### config.mk
export PLATFORM = sky130hd
export DESIGN_NAME = keypad_digit_entry
export DESIGN_NICKNAME = d
export VERILOG_FILES = /design/src/rtl/keypad_pkg.sv /design/src/rtl/keypad_digit_entry_onehot_to_bin.sv /design/src/rtl/keypad_digit_entry.sv
export SDC_FILE = /design/constraint.sdc
export NUM_CORES = 1
export LEC_CHECK = 0
export CORE_ASPECT_RATIO = 1.75
export CORE_MARGIN = 1.5
export CORE_UTILIZATION = 40
export CTS_BUF_LIST = sky130_fd_sc_hd__clkbuf_4
export CTS_CLUSTER_SIZE = 28
export DETAILED_ROUTE_END_ITERATION = 10
export PLACE_DENSITY = 0.67
export SLEW_MARGIN = 20
export SYNTH_ARGS = -nofsm -noshare
export SYNTH_HDL_FRONTEND = slang
export SYNTH_SLANG_ARGS = --single-unit
### constraint.sdc
create_clock -name clk -period 2.2 [get_ports clk]
set_clock_uncertainty 0.1 [all_clocks]
set_input_delay 0.44 -clock clk [delete_from_list [all_inputs] [get_ports clk]]
set_output_delay 0.44 -clock clk [all_outputs]
set_load 0.005 [all_outputs]
### src/rtl/keypad_pkg.sv
`default_nettype none
// ============================================================================
//  Module      : keypad_pkg
//  Description : Shared FSM states and digit constants for the keypad entry
//  Revision    : 1.0 - initial release
// ============================================================================
package keypad_pkg;

  localparam int DIGIT_W = 4;

  localparam logic [DIGIT_W-1:0] DIGIT_CLR = 4'h0;

  typedef enum logic [1:0] {
    S_IDLE      = 2'd0,
    S_DEB_PRESS = 2'd1,
    S_HELD      = 2'd2,
    S_DEB_REL   = 2'd3
  } state_t;

endpackage : keypad_pkg
`default_nettype wire

### src/rtl/keypad_digit_entry_onehot_to_bin.sv
`default_nettype none
// ============================================================================
//  Module      : onehot_to_bin
//  Description : Encodes a captured key pattern to a 4-bit digit value and
//                flags patterns that are not exactly one-hot
//  Revision    : 1.0 - initial release
// ============================================================================
module onehot_to_bin
  import keypad_pkg::*;
#(
  parameter int NUM_KEYS = 10
) (
  input  logic [NUM_KEYS-1:0] i_cand,
  output logic [DIGIT_W-1:0]  o_value,
  output logic                o_onehot
);

  logic w_seen;
  logic w_multi;

  // OR-ing indices yields the exact index when only one bit is set
  always_comb begin
    o_value = '0;
    w_seen  = 1'b0;
    w_multi = 1'b0;
    for (int i = 0; i < NUM_KEYS; i++) begin
      if (i_cand[i]) begin
        if (w_seen) w_multi = 1'b1;
        w_seen  = 1'b1;
        o_value = o_value | DIGIT_W'(i);
      end
    end
    o_onehot = w_seen & ~w_multi;
  end

endmodule : onehot_to_bin
`default_nettype wire

### src/rtl/keypad_digit_entry.sv
`default_nettype none
// ============================================================================
//  Module      : keypad_digit_entry
//  Description : Debounced one-hot keypad to shifting BCD/hex digit register
//  Revision    : 1.0 - initial release
// ============================================================================
module keypad_digit_entry
  import keypad_pkg::*;
#(
  parameter int NUM_KEYS        = 10,
  parameter int DIGITS          = 4,
  parameter int DEBOUNCE_CYCLES = 4
) (
  input  logic                         clk,
  input  logic                         rst_n,
  input  logic [NUM_KEYS-1:0]          keys,
  input  logic                         en,
  input  logic                         clr,
  output logic [DIGIT_W*DIGITS-1:0]    digits,
  output logic [$clog2(DIGITS+1)-1:0]  count,
  output logic                         full,
  output logic                         dv,
  output logic                         err
);

  localparam int c_CNT_W   = (DEBOUNCE_CYCLES > 1) ? $clog2(DEBOUNCE_CYCLES) : 1;
  localparam int c_COUNT_W = $clog2(DIGITS+1);
  localparam int c_REG_W   = DIGIT_W * DIGITS;

  localparam logic [c_CNT_W-1:0]   c_DEB_LAST = c_CNT_W'(DEBOUNCE_CYCLES - 1);
  localparam logic [c_COUNT_W-1:0] c_FULL_CNT = c_COUNT_W'(DIGITS);

  logic [NUM_KEYS-1:0]  r_sync1;
  logic [NUM_KEYS-1:0]  r_ks;
  state_t               r_state;
  state_t               w_state_nxt;
  logic [NUM_KEYS-1:0]  r_cand;
  logic [NUM_KEYS-1:0]  w_cand_nxt;
  logic [c_CNT_W-1:0]   r_cnt;
  logic [c_CNT_W-1:0]   w_cnt_nxt;
  logic                 w_eval;

  logic [c_REG_W-1:0]   r_digits;
  logic [c_REG_W-1:0]   w_shifted;
  logic [c_COUNT_W-1:0] r_count;
  logic                 r_dv;
  logic                 r_err;
  logic                 w_dv_nxt;
  logic                 w_err_nxt;
  logic                 w_shift;
  logic                 w_full;

  logic [DIGIT_W-1:0]   w_value;
  logic                 w_onehot;

  always_ff @(posedge clk or negedge rst_n) begin
    if (!rst_n) begin
      r_sync1 <= '0;
      r_ks    <= '0;
    end else begin
      r_sync1 <= keys;
      r_ks    <= r_sync1;
    end
  end

  always_ff @(posedge clk or negedge rst_n) begin
    if (!rst_n) begin
      r_state <= S_IDLE;
      r_cand  <= '0;
      r_cnt   <= '0;
    end else begin
      r_state <= w_state_nxt;
      r_cand  <= w_cand_nxt;
      r_cnt   <= w_cnt_nxt;
    end
  end

  // Press is evaluated on the edge that leaves DEB_PRESS for HELD
  always_comb begin
    w_state_nxt = r_state;
    w_cand_nxt  = r_cand;
    w_cnt_nxt   = r_cnt;
    w_eval      = 1'b0;
    case (r_state)
      S_IDLE: begin
        if (r_ks != '0) begin
          w_state_nxt = S_DEB_PRESS;
          w_cand_nxt  = r_ks;
          w_cnt_nxt   = '0;
        end
      end
      S_DEB_PRESS: begin
        if (r_ks != r_cand) begin
          w_state_nxt = S_IDLE;
        end else if (r_cnt == c_DEB_LAST) begin
          w_state_nxt = S_HELD;
          w_eval      = 1'b1;
        end else begin
          w_cnt_nxt = r_cnt + 1'b1;
        end
      end
      S_HELD: begin
        if (r_ks == '0) begin
          w_state_nxt = S_DEB_REL;
          w_cnt_nxt   = '0;
        end
      end
      S_DEB_REL: begin
        if (r_ks != '0) begin
          w_state_nxt = S_HELD;
        end else if (r_cnt == c_DEB_LAST) begin
          w_state_nxt = S_IDLE;
        end else begin
          w_cnt_nxt = r_cnt + 1'b1;
        end
      end
      default: w_state_nxt = S_IDLE;
    endcase
  end

  onehot_to_bin #(
    .NUM_KEYS (NUM_KEYS)
  ) u_enc (
    .i_cand   (r_cand),
    .o_value  (w_value),
    .o_onehot (w_onehot)
  );

  generate
    if (DIGITS == 1) begin : g_shift_single
      assign w_shifted = w_value;
    end else begin : g_shift_multi
      assign w_shifted = {r_digits[c_REG_W-DIGIT_W-1:0], w_value};
    end
  endgenerate

  assign w_full = (r_count == c_FULL_CNT);

  // clr wins over a simultaneous press and silences both strobes
  always_comb begin
    w_dv_nxt  = 1'b0;
    w_err_nxt = 1'b0;
    w_shift   = 1'b0;
    if (w_eval && !clr) begin
      if (!w_onehot) begin
        w_err_nxt = 1'b1;
      end else if (!en) begin
        if (w_full) begin
          w_err_nxt = 1'b1;
        end else begin
          w_dv_nxt = 1'b1;
          w_shift  = 1'b1;
        end
      end
    end
  end

  always_ff @(posedge clk or negedge rst_n) begin
    if (!rst_n) begin
      r_digits <= {DIGITS{DIGIT_CLR}};
      r_count  <= '0;
      r_dv     <= 1'b0;
      r_err    <= 1'b0;
    end else begin
      r_dv  <= w_dv_nxt;
      r_err <= w_err_nxt;
      if (clr) begin
        r_digits <= {DIGITS{DIGIT_CLR}};
        r_count  <= '0;
      end else if (w_shift) begin
        r_digits <= w_shifted;
        r_count  <= r_count + 1'b1;
      end
    end
  end

  assign digits = r_digits;
  assign count  = r_count;
  assign full   = w_full;
  assign dv     = r_dv;
  assign err    = r_err;

endmodule : keypad_digit_entry
`default_nettype wire

# After elaboration in Yosys (flattened, before gate mapping)
# Index checks and enable logic that the tools add are counted.
# op_classes
addsub	2
n_eq_ne	12
n_mux	65
bitwise_logic	2
n_reduce_logical	9
# op_table
operator	n
1-bit two-way mux	40
16-bit two-way mux	2
2-bit two-way mux	13
3-bit two-way mux	6
2-bit one-hot mux with 4 select lines	2
10-bit zero test	1
10-bit != test	1
10-bit nonzero test	1
4-bit two-way mux	2
2-bit != test (second input constant)	4
4-bit AND reduction	2
2-bit equality test (second input constant)	3
3-bit != test (second input constant)	2
3-bit by 1-bit adder with 3-bit output (second input constant)	1
3-bit equality test (second input constant)	1
2-bit by 1-bit adder with 2-bit output (second input constant)	1
2-bit by 1-bit equality test with 1-bit output (second input constant)	1
2-bit zero test	1
2-bit AND reduction	1
2-bit nonzero test	1
1-bit bitwise AND	1
1-bit logical AND	1
1-bit zero test	1
1-bit NOT	1
# totals
reg_bits	55
output_inout_bits	22

# Logic depth before layout (Yosys ltp)
# Gate-level depths: netlist (run 1).
# logic_depth
word_depth	25
mapped_depth	8

# Modules after synthesis
# A second synthesis (run 1) with hierarchy kept.
# hier_totals
cells_unflattened	209
area_unflattened_um2	2377.3
# by_module_without_submodules
mod	n_inst	cells_each	area_each_um2
keypad_digit_entry	1	191	2220.9
onehot_to_bin	1	18	156.4

# Worst setup path before layout (run 1)
# Ideal clock, no wire load.
# synth_timing
path_type	register to register
start	register r_cand[4]
end	register r_count[0], in the netlist count[0]
setup_ps	125
arrival_ps	1920
required_ps	1975
setup_slack_ps	55
stages_incl_launch_ff	7
path_buffers	1
period_less_slack_ps	2145
path_cell_list	dfrtp_1 > nor4_4 > xnor2_1 > o311ai_4 > and4_1 > buf_6 > mux2_2
# synth_via
elab_chain_cells	16
elab_cells_between_ends	26
cone_classes	eq/ne: 1; mux: 21; bitwise: 2; reduce/logical: 2
# synth_lines
element	line_no	text
start, declared	keypad_digit_entry.sv:37	logic [NUM_KEYS-1:0] r_cand;
start signal, assigned	keypad_digit_entry.sv:73	r_cand <= w_cand_nxt;
1-bit two-way mux	keypad_digit_entry_onehot_to_bin.sv:27	if (i_cand[i]) begin
1-bit two-way mux	keypad_digit_entry_onehot_to_bin.sv:28	if (w_seen) w_multi = 1'b1;
1-bit two-way mux	keypad_digit_entry_onehot_to_bin.sv:27	
1-bit two-way mux	keypad_digit_entry_onehot_to_bin.sv:28	
1-bit two-way mux	keypad_digit_entry_onehot_to_bin.sv:27	
1-bit two-way mux	keypad_digit_entry_onehot_to_bin.sv:28	
1-bit two-way mux	keypad_digit_entry_onehot_to_bin.sv:27	
1-bit two-way mux	keypad_digit_entry_onehot_to_bin.sv:28	
1-bit two-way mux	keypad_digit_entry_onehot_to_bin.sv:27	
1-bit two-way mux	keypad_digit_entry_onehot_to_bin.sv:28	
1-bit two-way mux	keypad_digit_entry_onehot_to_bin.sv:27	
1-bit NOT	keypad_digit_entry_onehot_to_bin.sv:33	o_onehot = w_seen & ~w_multi;
1-bit bitwise AND	keypad_digit_entry_onehot_to_bin.sv:33	
1-bit two-way mux	keypad_digit_entry.sv:145	if (!w_onehot) begin
1-bit two-way mux (*)	keypad_digit_entry.sv:144	if (w_eval && !clr) begin
2-bit nonzero test (no line) (*)	--	
end signal, assigned	keypad_digit_entry.sv:172	r_count <= r_count + 1'b1;
end, declared	keypad_digit_entry.sv:45	logic [c_COUNT_W-1:0] r_count;
# Every way passes the cells marked *; elsewhere a longest branch is shown, timed or not.
# A chain may end at the register's enable or synchronous reset.

# Final worst setup path (run 1)
# layout_timing
start	register r_cand[5]
end	register r_digits[11], in the netlist digits[11]
# layout_via
elab_chain_cells	14
elab_cells_between_ends	23
cone_classes	eq/ne: 1; mux: 18; bitwise: 2; reduce/logical: 2
# layout_lines
element	line_no	text
1-bit two-way mux	keypad_digit_entry_onehot_to_bin.sv:27	
1-bit two-way mux	keypad_digit_entry_onehot_to_bin.sv:28	
1-bit two-way mux	keypad_digit_entry_onehot_to_bin.sv:27	
1-bit two-way mux	keypad_digit_entry_onehot_to_bin.sv:28	
1-bit two-way mux	keypad_digit_entry_onehot_to_bin.sv:27	
1-bit two-way mux	keypad_digit_entry_onehot_to_bin.sv:28	
1-bit two-way mux	keypad_digit_entry_onehot_to_bin.sv:27	
1-bit two-way mux	keypad_digit_entry_onehot_to_bin.sv:28	
1-bit two-way mux	keypad_digit_entry_onehot_to_bin.sv:27	
1-bit NOT	keypad_digit_entry_onehot_to_bin.sv:33	
1-bit bitwise AND	keypad_digit_entry_onehot_to_bin.sv:33	
1-bit two-way mux	keypad_digit_entry.sv:145	
1-bit two-way mux (*)	keypad_digit_entry.sv:144	
2-bit nonzero test (no line) (*)	--	
end signal, assigned	keypad_digit_entry.sv:160	r_digits <= {DIGITS{DIGIT_CLR}};
end signal, assigned	keypad_digit_entry.sv:168	r_digits <= {DIGITS{DIGIT_CLR}};
end signal, assigned	keypad_digit_entry.sv:171	r_digits <= w_shifted;
end, declared	keypad_digit_entry.sv:43	logic [c_REG_W-1:0] r_digits;
# Marked as above.

==> results of run 1 <==
-- worst min-delay path by stage --
| stage | from | end | cells past startpoint |
|---|---|---|---|
| after floorplan | rst_n | count[0] | 0 |
| after global placement | r_sync1[7] | r_ks[7] | 0 |
| after detailed placement | r_sync1[5] | r_ks[5] | 0 |
| after CTS | r_sync1[8] | r_ks[8] | 0 |
| after global routing | r_sync1[5] | r_ks[5] | 0 |
| final | r_sync1[8] | r_ks[8] | 0 |
-- state kept, by name (all words and copies together) (netlist names) --
name / flops
r_ks: 10
err: 1
r_cand: 10
r_state: 2
dv: 1
digits: 16
count: 3
r_sync1: 10
r_cnt: 2
-- synthesized netlist by cell type, drive strengths merged (4+ instances only) --
cell type	instances	area share [%]
clkbuf	4	0.63
xnor2	11	4.0
dfrtp	55	58
nor4	6	3.1
nor2	11	1.7
nand2	42	6.6
mux2	5	2.4
inv	6	0.95
nand4	5	1.3
nand3	5	1.1
mux2i	16	6.7
-- what timing repair did --
item / in CTS / in global routing
pin swaps: 0 / 2
hold endpoints to repair: 22 / 0
gates resized for setup: 4 / 7
hold buffers: 1 / 0
endpoints found under the setup margin: 1 / 20
setup buffers: 2 / 2
-- power by group --
part / switching (W) / internal [W] / leakage (nW)
logic: 0.000133 / 0.000131 / 0.572
registers: 0.0000712 / 0.00106 / 0.696
clock network: 0.000330 / 0.000136 / 0.0362
total: 0.000534 / 0.00133 / 1.30
-- cell families after synthesis --
group	share of synthesized area, %
buf+inv	3.098
fa+ha+maj	2.416
xor+xnor	4.044
mux	9.086
flops	57.77
compound gates	5.621
simple gates	17.96
-- metrics by stage --
step | hold slack [ps] | utilization [%] | worst slack, ps | instances | cell area [um2]
after CTS | 270.7 | 51.24 | 34.89 | 332 | 2989
after detailed placement | 234.7 | 49.66 | -19.34 | 321 | 2897
after global routing | 284.8 | 51.87 | -38.63 | 334 | 3025
after global placement | 232.0 | 49.66 | 66.14 | 321 | 2897
after floorplan | 44.41 | - | 54.95 | 202 | 2382
final | 268.0 | 51.87 | 83.39 | 334 | 3025
-- final cells by class --
cell class	instances	area [um2]
sequential	55	1381
timing repair buffer	53	506.7
inverter	6	22.52
tap	78	97.59
clock inverter	3	26.28
clock buffer	5	37.54
multi-input combinational	134	953.4
fill	551	2808
-- per-layer routing --
metal  routed length [um]  global-route usage (%)  up-vias
li1                     -                       -      809
met1                 1686                   16.59      806
met2                 2455                   26.44       35
met3                  149                   3.094        6
met4                  118                   6.839        0
met5                    0                       0        -
==> impl_metrics.yaml, run 1 <==
worst_setup_path:
  rr_startpoint: "r_cand[5]"
  cp-endpoint: "digits[11]"
  arrival_ps: 2330
  timing_worst_setup_path_type: "register to register"
  slowest_stage: "dfrtp_2"
  start_kind: "register"
  endpoint_kind: "register"
  reg2reg_slack_ps: 80
  cpPeakStageDelay_ps: 490
  worstPathRequired_ps: 2410
  cp_max_fo: 16
  crit_path_cell_trace: "nor4_4 > buf_4 > nand4b_1 > o311ai_4 > and4_2 > buf_12 > mux2i_1"
  critPathTopFamily: "simple AND/OR/NAND/NOR gates"
  crit_path_start: "r_cand[5]"
  rr_worst_depth: 7
  critPathBufInv: 2
  r2r-end: "digits[11]"
  worst-path-stages: 7
min_path:
  worstHoldPathType: "register to register"
timing:
  grt_setup_unrepaired: "yes"
  finalSetupTns_ps: 0
  relSlewSlack_pct: 58.53
  fmaxAchievable_mhz: 472.5
  final-max-slew-violation-count: 0
  setup_viol: 0
  tightestPinTransition_ps: 621.4
  min_period_ps: 2117
  fin_crit_sh_pct: 96.21
  finalHoldViolCount: 0
logic_synthesis:
  ys.warnings.count: 0
  async_flop_share_pct: 100.0
  syn_area_per_cell_um2: 11.79
  synth_nets: 219
  seq_area_frac_synth_pct: 57.77
  synth_seq_cells: 55
  synth_edf_count: 0
  netlist_area_mm2: 0.002382
  synth_cells: 202
  ys.flop_type: "dfrtp_1"
  ys_types: 38
routing:
  first_pass_iters: 4
  detail_route.wl_per_cell_um: 13.20
  antenna_left: 0
  vias: 1656
  drt_iter0_drc: 42
  wirelength_mm: 4.410
  viasPerCell: 4.958
  drc: 0
clocking:
  cts_made_buffers: 5
  clk_latency_ps: 390
  cts_tree: "built"
  clkTransAtPathRegs_ps: 160
  htree_levels: 2
  cts.path.max_buffers: 2
  cts.root.buffer_cell: "clkbuf_4"
  clock-sinks: 55
placement:
  routabilityCongestion: 0.8787
  place.port_buffers: 35
  dpl.hpwl_mm: 3.327
pwr:
  max-vdd-ir-drop_v: 0.0004857
  p_total_w: 0.001864
  p_per_area_mw_per_mm2: 616.2
  p_leak_nw: 1.304
global_routing:
  overflow: 0
  grt_pass1_vias: 1620
  antenna_found_initial: 0
  grt_max_degree: 34
  grt_pass1_wl_mm: 7.445
  track_usage_pct: 15.11
finish:
  final_cell_mix: "dfrtp_1 (51), nand2_1 (41), clkdlybuf4s50_1 (33)"
  syn_to_final_growth_pct: 27.00
  mostFrequentLayoutCell: "dfrtp_1"
  layout-drive-gt1-share_pct: 18.36
  final_nets: 272
  insertedDiodeCount: 0
floorplanning:
  rows: 37
  io_pins: 36
  dieArea_mm2: 0.006446
  core-area_mm2: 0.005833
  die_h_um: 105.1
  initial_core_util_pct: 40.84
  die_x_um: 61.34
flow_run:
  maxCapViolations: 0
outcome:
  status: "finished, final reports clean"
Note: power is estimated with default switching activity, not from simulation.
==> run 2: changes to the inputs <==
Settings changed: CORE_MARGIN 1.5 to 2.
==> run 2 against run 1 <==
Effect of this change: global-route usage is 1.0 points lower; register-to-register slack hardly changed; maximum frequency is 0.40% lower; hold slack worse by 2.2 ps; critical endpoint is now r_cnt[0].
==> impl_metrics.yaml, run 2 (synthesized netlist as in run 1, its figures left out) <==
clocking:
  cts.path.max_buffers: 2
  clk_latency_ps: 380
  cts_made_buffers: 5
  clkTransAtPathRegs_ps: 160
  cts.root.buffer_cell: "clkbuf_4"
  cts_tree: "built"
  htree_levels: 2
  clock-sinks: 55
worst_setup_path:
  critPathTopFamily: "flip-flops"
  cpPeakStageDelay_ps: 520
  worstPathRequired_ps: 2380
  start_kind: "register"
  crit_path_cell_trace: "xnor2_1 > nand2_1 > nor4_4 > buf_4 > a21o_1 > mux2_2"
  timing_worst_setup_path_type: "register to register"
  cp_max_fo: 7
  critPathBufInv: 1
  slowest_stage: "dfrtp_1"
  endpoint_kind: "register"
  arrival_ps: 2300
global_routing:
  grt_pass1_vias: 1626
  overflow: 0
  antenna_found_initial: 0
  grt_max_degree: 35
  grt_pass1_wl_mm: 7.445
  track_usage_pct: 14.09
routing:
  viasPerCell: 4.970
  drc: 0
  wirelength_mm: 4.444
  drt_iter0_drc: 58
  detail_route.wl_per_cell_um: 13.35
  vias: 1655
  first_pass_iters: 5
  antenna_left: 0
floorplanning:
  initial_core_util_pct: 40.84
  die_x_um: 62.34
  io_pins: 36
  die_h_um: 106.1
  rows: 37
  dieArea_mm2: 0.006613
  core-area_mm2: 0.005833
pwr:
  max-vdd-ir-drop_v: 0.0005023
  p_leak_nw: 1.311
  p_per_area_mw_per_mm2: 610.3
finish:
  final_cell_mix: "dfrtp_1 (52), nand2_1 (41), clkdlybuf4s50_1 (33)"
  multiInputGateArea_um2: 973.4
  syn_to_final_growth_pct: 28.20
  area.sequential_mm2: 0.001380
  insertedDiodeCount: 0
  mostFrequentLayoutCell: "dfrtp_1"
  final_nets: 271
  finish.instance_area_mm2: 0.003054
  finish.utilization_pct: 52.36
  layout-drive-gt1-share_pct: 17.65
  largest_register_ff_count: 16
  fillCellCount: 539
timing:
  relSlewSlack_pct: 57.95
  fmaxAchievable_mhz: 470.6
  setup_viol: 0
  tightestPinTransition_ps: 630.1
  fin_crit_sh_pct: 96.60
  finalHoldViolCount: 0
  min_period_ps: 2125
  grt_setup_unrepaired: "yes"
  final-max-slew-violation-count: 0
placement:
  place.port_buffers: 35
  dpl.hpwl_mm: 3.246
  routabilityCongestion: 0.8552
  placement.cell_area_mm2: 0.002897
min_path:
  worstHoldPathType: "register to register"
flow_run:
  maxCapViolations: 0
outcome:
  status: "finished, final reports clean"
-- run 2: layer usage --
layer	up-vias	wire (um)	track usage, %
met2	44	2533	27.25
met3	7	154	2.646
met5	-	0	0
met4	0	86	4.762
li1	801	-	-
met1	803	1670	15.11
-- run 2: worst paths after layout --
| check | cells after the start | start | to | slack, ps |
|---|---|---|---|---|
| worst max register to register | 6 | r_cand[3] | r_cnt[0] | 70 |
| worst max-delay path | 6 | r_cand[3] | r_cnt[0] | 70 |
| min in group asynchronous | 2 | rst_n | digits[14] | 450 |
| worst min-delay path | 0 | r_sync1[0] | r_ks[0] | 270 |
| worst min register to register | 0 | r_sync1[0] | r_ks[0] | 270 |
| max in group asynchronous | 3 | rst_n | r_cand[8] | 990 |
-- run 2: per-stage QoR --
step                      TNS [ps]  hold slack [ps]  power [W]  std cells  setup slack, ps
after floorplan                  0            44.41   0.001282        202            54.95
after global placement           0            231.2   0.001397        321            50.86
after detailed placement    -1.187            234.7   0.001404        321           -1.187
after CTS                        0            269.4   0.001878        331            39.39
after global routing        -234.0            282.6   0.001963        333           -27.16
final                            0            265.8   0.001864        333            74.86
-- run 2: what timing repair did --
item / 4_1_cts / 5_1_grt
pin swaps: 0 / 3
setup buffers: 1 / 1
resized for setup: 3 / 10
hold endpoints to repair: 21 / 0
cloned: 0 / 1
hold buffers: 1 / 0
endpoints found under the setup margin: 1 / 19
-- run 2: layout make-up --
cell class	count	share of cell area (%)
sequential	55	45.19
multi-input combinational	134	31.87
timing repair buffer	52	16.92
tap	78	3.195
clock buffer	5	1.229
clock inverter	3	0.8603
inverter	6	0.7374
-- run 2: where the power goes --
part	switching, W	internal [W]	total (W)
Clock	0.000328	0.000136	0.000464
Combinational	0.000137	0.000130	0.000267
Sequential	0.0000700	0.00106	0.00113
==> run 3: changes to the inputs <==
Settings changed: CORE_UTILIZATION 40 to 30, PLACE_DENSITY 0.67 to 0.54.
==> run 3 against run 2 <==
Effect of this change: first-iteration DRC count rose by 74%; critical path depth increased by 1; final cell count increased by 5.1%; sequential power about the same; die area grew 32%; maximum frequency shrank 0.47%; design area up 0.78%; combinational power grew 3%; hold slack gained 1.1 ps; non-clock buffer count is 5 higher; clock-buffer cell count did not move; global-route usage is 2.1 points lower; critical path type unchanged; largest cell class unchanged.
==> impl_metrics.yaml, run 3 (synthesized netlist as in run 1, its figures left out) <==
worst_setup_path:
  endpoint_kind: "register"
  rr_worst_depth: 7
  worstPathRequired_ps: 2420
  start_kind: "register"
  cp_max_fo: 16
  timing_worst_setup_path_type: "register to register"
  arrival_ps: 2360
placement:
  place.port_buffers: 35
  routabilityCongestion: 0.7944
  dpl.hpwl_mm: 3.333
  dpl.cell_count: 335
finish:
  insertedDiodeCount: 0
  layout-drive-gt1-share_pct: 19.62
  fillCellCount: 761
  final_nets: 276
  syn_to_final_growth_pct: 29.20
  final_cells: 350
  final_cell_mix: "dfrtp_1 (51), nand2_1 (41), clkdlybuf4s50_1 (33)"
  largest_register_ff_count: 16
  mostFrequentLayoutCell: "dfrtp_1"
timing:
  grt_setup_unrepaired: "yes"
  finalHoldViolCount: 0
  tightestPinTransition_ps: 634.6
  setup_viol: 0
  min_period_ps: 2135
  relSlewSlack_pct: 57.64
  fmaxAchievable_mhz: 468.3
  fin_crit_sh_pct: 97.06
  final-max-slew-violation-count: 0
  hold_slack_ps: 266.9
floorplanning:
  initial_core_util_pct: 30.54
  core-area_mm2: 0.007801
  die_x_um: 71.36
  die_h_um: 121.9
  dieArea_mm2: 0.008698
  rows: 43
  io_pins: 36
global_routing:
  grt_pass1_wl_mm: 7.976
  grt_pass1_vias: 1678
  track_usage_pct: 11.95
  antenna_found_initial: 0
  grt_max_degree: 56
  overflow: 0
routing:
  wirelength_mm: 4.626
  viasPerCell: 4.757
  detail_route.wl_per_cell_um: 13.22
  vias: 1665
  antenna_left: 0
  first_pass_iters: 4
  drc: 0
  drt_iter0_drc: 101
clocking:
  cts_made_buffers: 5
  clk_latency_ps: 390
  clkTransAtPathRegs_ps: 160
  cts_tree: "built"
  cts.root.buffer_cell: "clkbuf_4"
  cts.path.max_buffers: 2
  htree_levels: 2
  clock-sinks: 55
pwr:
  p_total_w: 0.001867
  p_per_area_mw_per_mm2: 606.5
  max-vdd-ir-drop_v: 0.0003170
  p_leak_nw: 1.324
flow_run:
  maxCapViolations: 0
min_path:
  min_path_cells: 0
  worstHoldPathType: "register to register"
outcome:
  status: "finished, final reports clean"
-- run 3: cell count changes in the layout (fill, tap and decap cells not counted), sizes merged --
| cell | previous run | this run |
|---|---|---|
| buf | 16 | 22 |
| inv | 8 | 6 |
| clkbuf | 6 | 5 |
| clkinv | 1 | 2 |
| clkinvlp | 0 | 1 |
-- run 3: through the flow --
step,util (%),worst slack [ps],instance area (um2),setup TNS (ps)
floorplan,-,54.95,2382,0
finish,39.45,64.78,3078,0
detailed placement,37.51,-3.283,2927,-3.283
global route,39.45,-36.84,3078,-71.57
global placement,37.51,54.56,2927,0
CTS,38.70,6.965,3019,0
-- run 3: path summary, 6_finish.rpt --
| check | start | to | slack, ps |
|---|---|---|---|
| min in group asynchronous | rst_n | digits[12] | 460 |
| worst max-delay path | r_cand[7] | count[1] | 60 |
| max in group asynchronous | rst_n | r_cand[1] | 1300 |
| worst max register to register | r_cand[7] | count[1] | 60 |
| worst min register to register | r_sync1[8] | r_ks[8] | 270 |
| worst min-delay path | r_sync1[8] | r_ks[8] | 270 |
-- run 3: final cells by class --
type	instances	area, um2	area share, %
clock buffers	5	37.54	1.220
repair buffers	57	536.8	17.44
well taps	90	112.6	3.659
multi-input cells	134	962.2	31.26
inverters	6	22.52	0.7317
clock inverters	3	25.02	0.8130
flip-flops and latches	55	1381	44.88
-- run 3: what timing repair did --
| action | in CTS | in global routing |
|---|---|---|
| gates cloned | 0 | 0 |
| gates resized for setup | 5 | 8 |
| setup buffers | 2 | 4 |
| pin swaps | 0 | 2 |
| hold endpoints to repair | 55 | 0 |
| endpoints found under the setup margin | 4 | 17 |
| hold buffers | 1 | 0 |
-- run 3: power breakdown --
group	leakage [nW]	internal (W)	switching, W	total [W]
sequential	0.696	0.00106	0.0000719	0.00114
combinational	0.597	0.000137	0.000140	0.000276
clock	0.0314	0.000129	0.000326	0.000455
-- run 3: per-layer routing --
layer	GRT usage (%)	vias up	part of all wire, %
met4	6.132	0	3.2
li1	-	812	-
met5	0	-	0
met3	2.812	11	4.1
met1	11.99	801	38
met2	22.28	41	55
-- run 3: worst max-delay path, stage by stage, from the launching register on --
cell and delay, ps:
dfrtp_2 500, nor4_4 350, buf_4 170, nand4b_1 140, o311ai_4 130, and4_4 300
buf_12 170, mux2i_1 210
==> patch, RTL diff (flow settings as in run 2) <==
`DIGITS`: 4 -> 16.
--- a/src/rtl/keypad_digit_entry.sv
+++ b/src/rtl/keypad_digit_entry.sv
@@ -8,7 +8,7 @@
   import keypad_pkg::*;
 #(
   parameter int NUM_KEYS        = 10,
-  parameter int DIGITS          = 4,
+  parameter int DIGITS          = 16,
   parameter int DEBOUNCE_CYCLES = 4
 ) (
   input  logic                         clk,
Ports: changed (resized count and digits); port bits go from 36 to 86. No check against the original RTL was run, so the function may have changed too.
==> patch against run 2 <==
- area after synthesis grew 83%
- highest routed layer unchanged
- the run now ends with negative setup slack left
- sequential cell count grew 50
- setup slack lost 0.19 ns
- wire length grew 150%
- total power grew 80%
- critical path depth grew 3
- largest cell class unchanged
- final area grew 100%
==> patch: results (changes against run 2) <==
[run_status]
status = finished, violations left
violations = negative setup slack

[yosys]
yosysUniqueCellTypes = 41  ; +7.9%
syn_area_per_cell_um2 = 10.2  ; -14%
synth_seq_area_share_pct = 60.2  ; +2.4 points
ys_top_cells_by_count = 141 x nand2_1, 105 x dfrtp_1, 52 x o21ai_0

[layout]
nNonClkInverters = 5  ; -1
drive_above_1_share_pct = 20.8  ; +3.1 points
largest_register_ffs = 64  ; +48
regArea_um2 = 2640  ; +91%
final_nets = 571  ; +110%
clk_share_pct = 2.42  ; +0.33 points
multi_input_comb_cells = 296  ; +120%

[clock_network]
clock_latency_ns = 0.46  ; +0.08 ns
cts.sink_count = 105  ; +91%

[global_route]
grt_use_met2_pct = 32.4  ; +5.2 points
antenna_found_initial = 1  ; +1
met1_usage_pct = 21.2  ; +6.1 points
grt_max_degree = 66  ; +89%

[route]
vias = 3581  ; +120%
wire_per_inst_um = 15.8  ; +19%
met3_length_um = 373  ; +140%
met1_length_um = 4490  ; +170%
drt_iter0_drc = 205  ; +250%

[worst_setup_path]
worstPathArrival_ns = 2.57  ; +0.27 ns
cpPeakStageDelay_ns = 0.48  ; -0.04 ns
cp_top_family = simple AND/OR/NAND/NOR gates

[placement]
dp_hpwl_um = 7010  ; +120%
io_buffers = 85  ; +140%

[timing]
setup-violations-final = 63  ; +63
fin_ws_ns = -0.114  ; -0.189 ns
setup_tns_ns = -4.62  ; -4.62 ns

[power_and_ir_drop]
p_leak_nw = 2.60  ; +98%

==> patch: cell types whose count changed after synthesis, sizes merged, moves of 6 or more <==
cell	run 2	this run
nand2	42	141
o21ai	2	64
dfrtp	55	105
mux2i	16	1
xor2	0	11
buf	3	13
xnor2	11	1
clkbuf	4	11
a21oi	0	6
nor3	3	9
==> patch: cell families (layout without fill, tap and decap cells) <==
group           after synthesis  in the layout  share of synthesized area [%]
simple gates                190            190                           19.4
mux                           5              5                           1.26
other cells                   0              1                              0
compound gates               84             84                           11.5
flops                       105            105                           60.2
xor+xnor                     12             12                           2.41
fa+ha+maj                     5              5                           1.32
buf+inv                      29            158                           3.87
==> patch: final timing paths <==
path	from	end	slack [ns]	depth (start not counted)
max	r_cand[1]$_DFFE_PN0P_	digits[55]$_DFFE_PN0P_	-0.11	9
min	r_sync1[5]$_DFF_PN0_	r_ks[5]$_DFF_PN0_	0.27	0
max reg2reg	r_cand[1]$_DFFE_PN0P_	digits[55]$_DFFE_PN0P_	-0.11	9
min reg2reg	r_sync1[5]$_DFF_PN0_	r_ks[5]$_DFF_PN0_	0.27	0
max in group asynchronous	rst_n	r_cand[8]$_DFFE_PN0P_	1.09	3
min in group asynchronous	rst_n	r_sync1[1]$_DFF_PN0_	0.34	2
==> patch: what timing repair did <==
| item | CTS | global route |
|---|---|---|
| gates resized for setup | 48 | 37 |
| gates cloned | 2 | 3 |
| buffers inserted | 9 | 6 |
| setup endpoints to repair | 67 | 71 |
| hold endpoints to repair | 25 | 0 |
| hold buffers | 1 | 0 |
| pin swaps | 4 | 14 |
==> patch: power by group <==
group / total [mW] / switching, mW / internal, mW / leakage [nW]
combinational: 0.295 / 0.153 / 0.141 / 1.13
clock: 1.02 / 0.658 / 0.358 / 0.0783
sequential: 2.05 / 0.0670 / 1.98 / 1.39
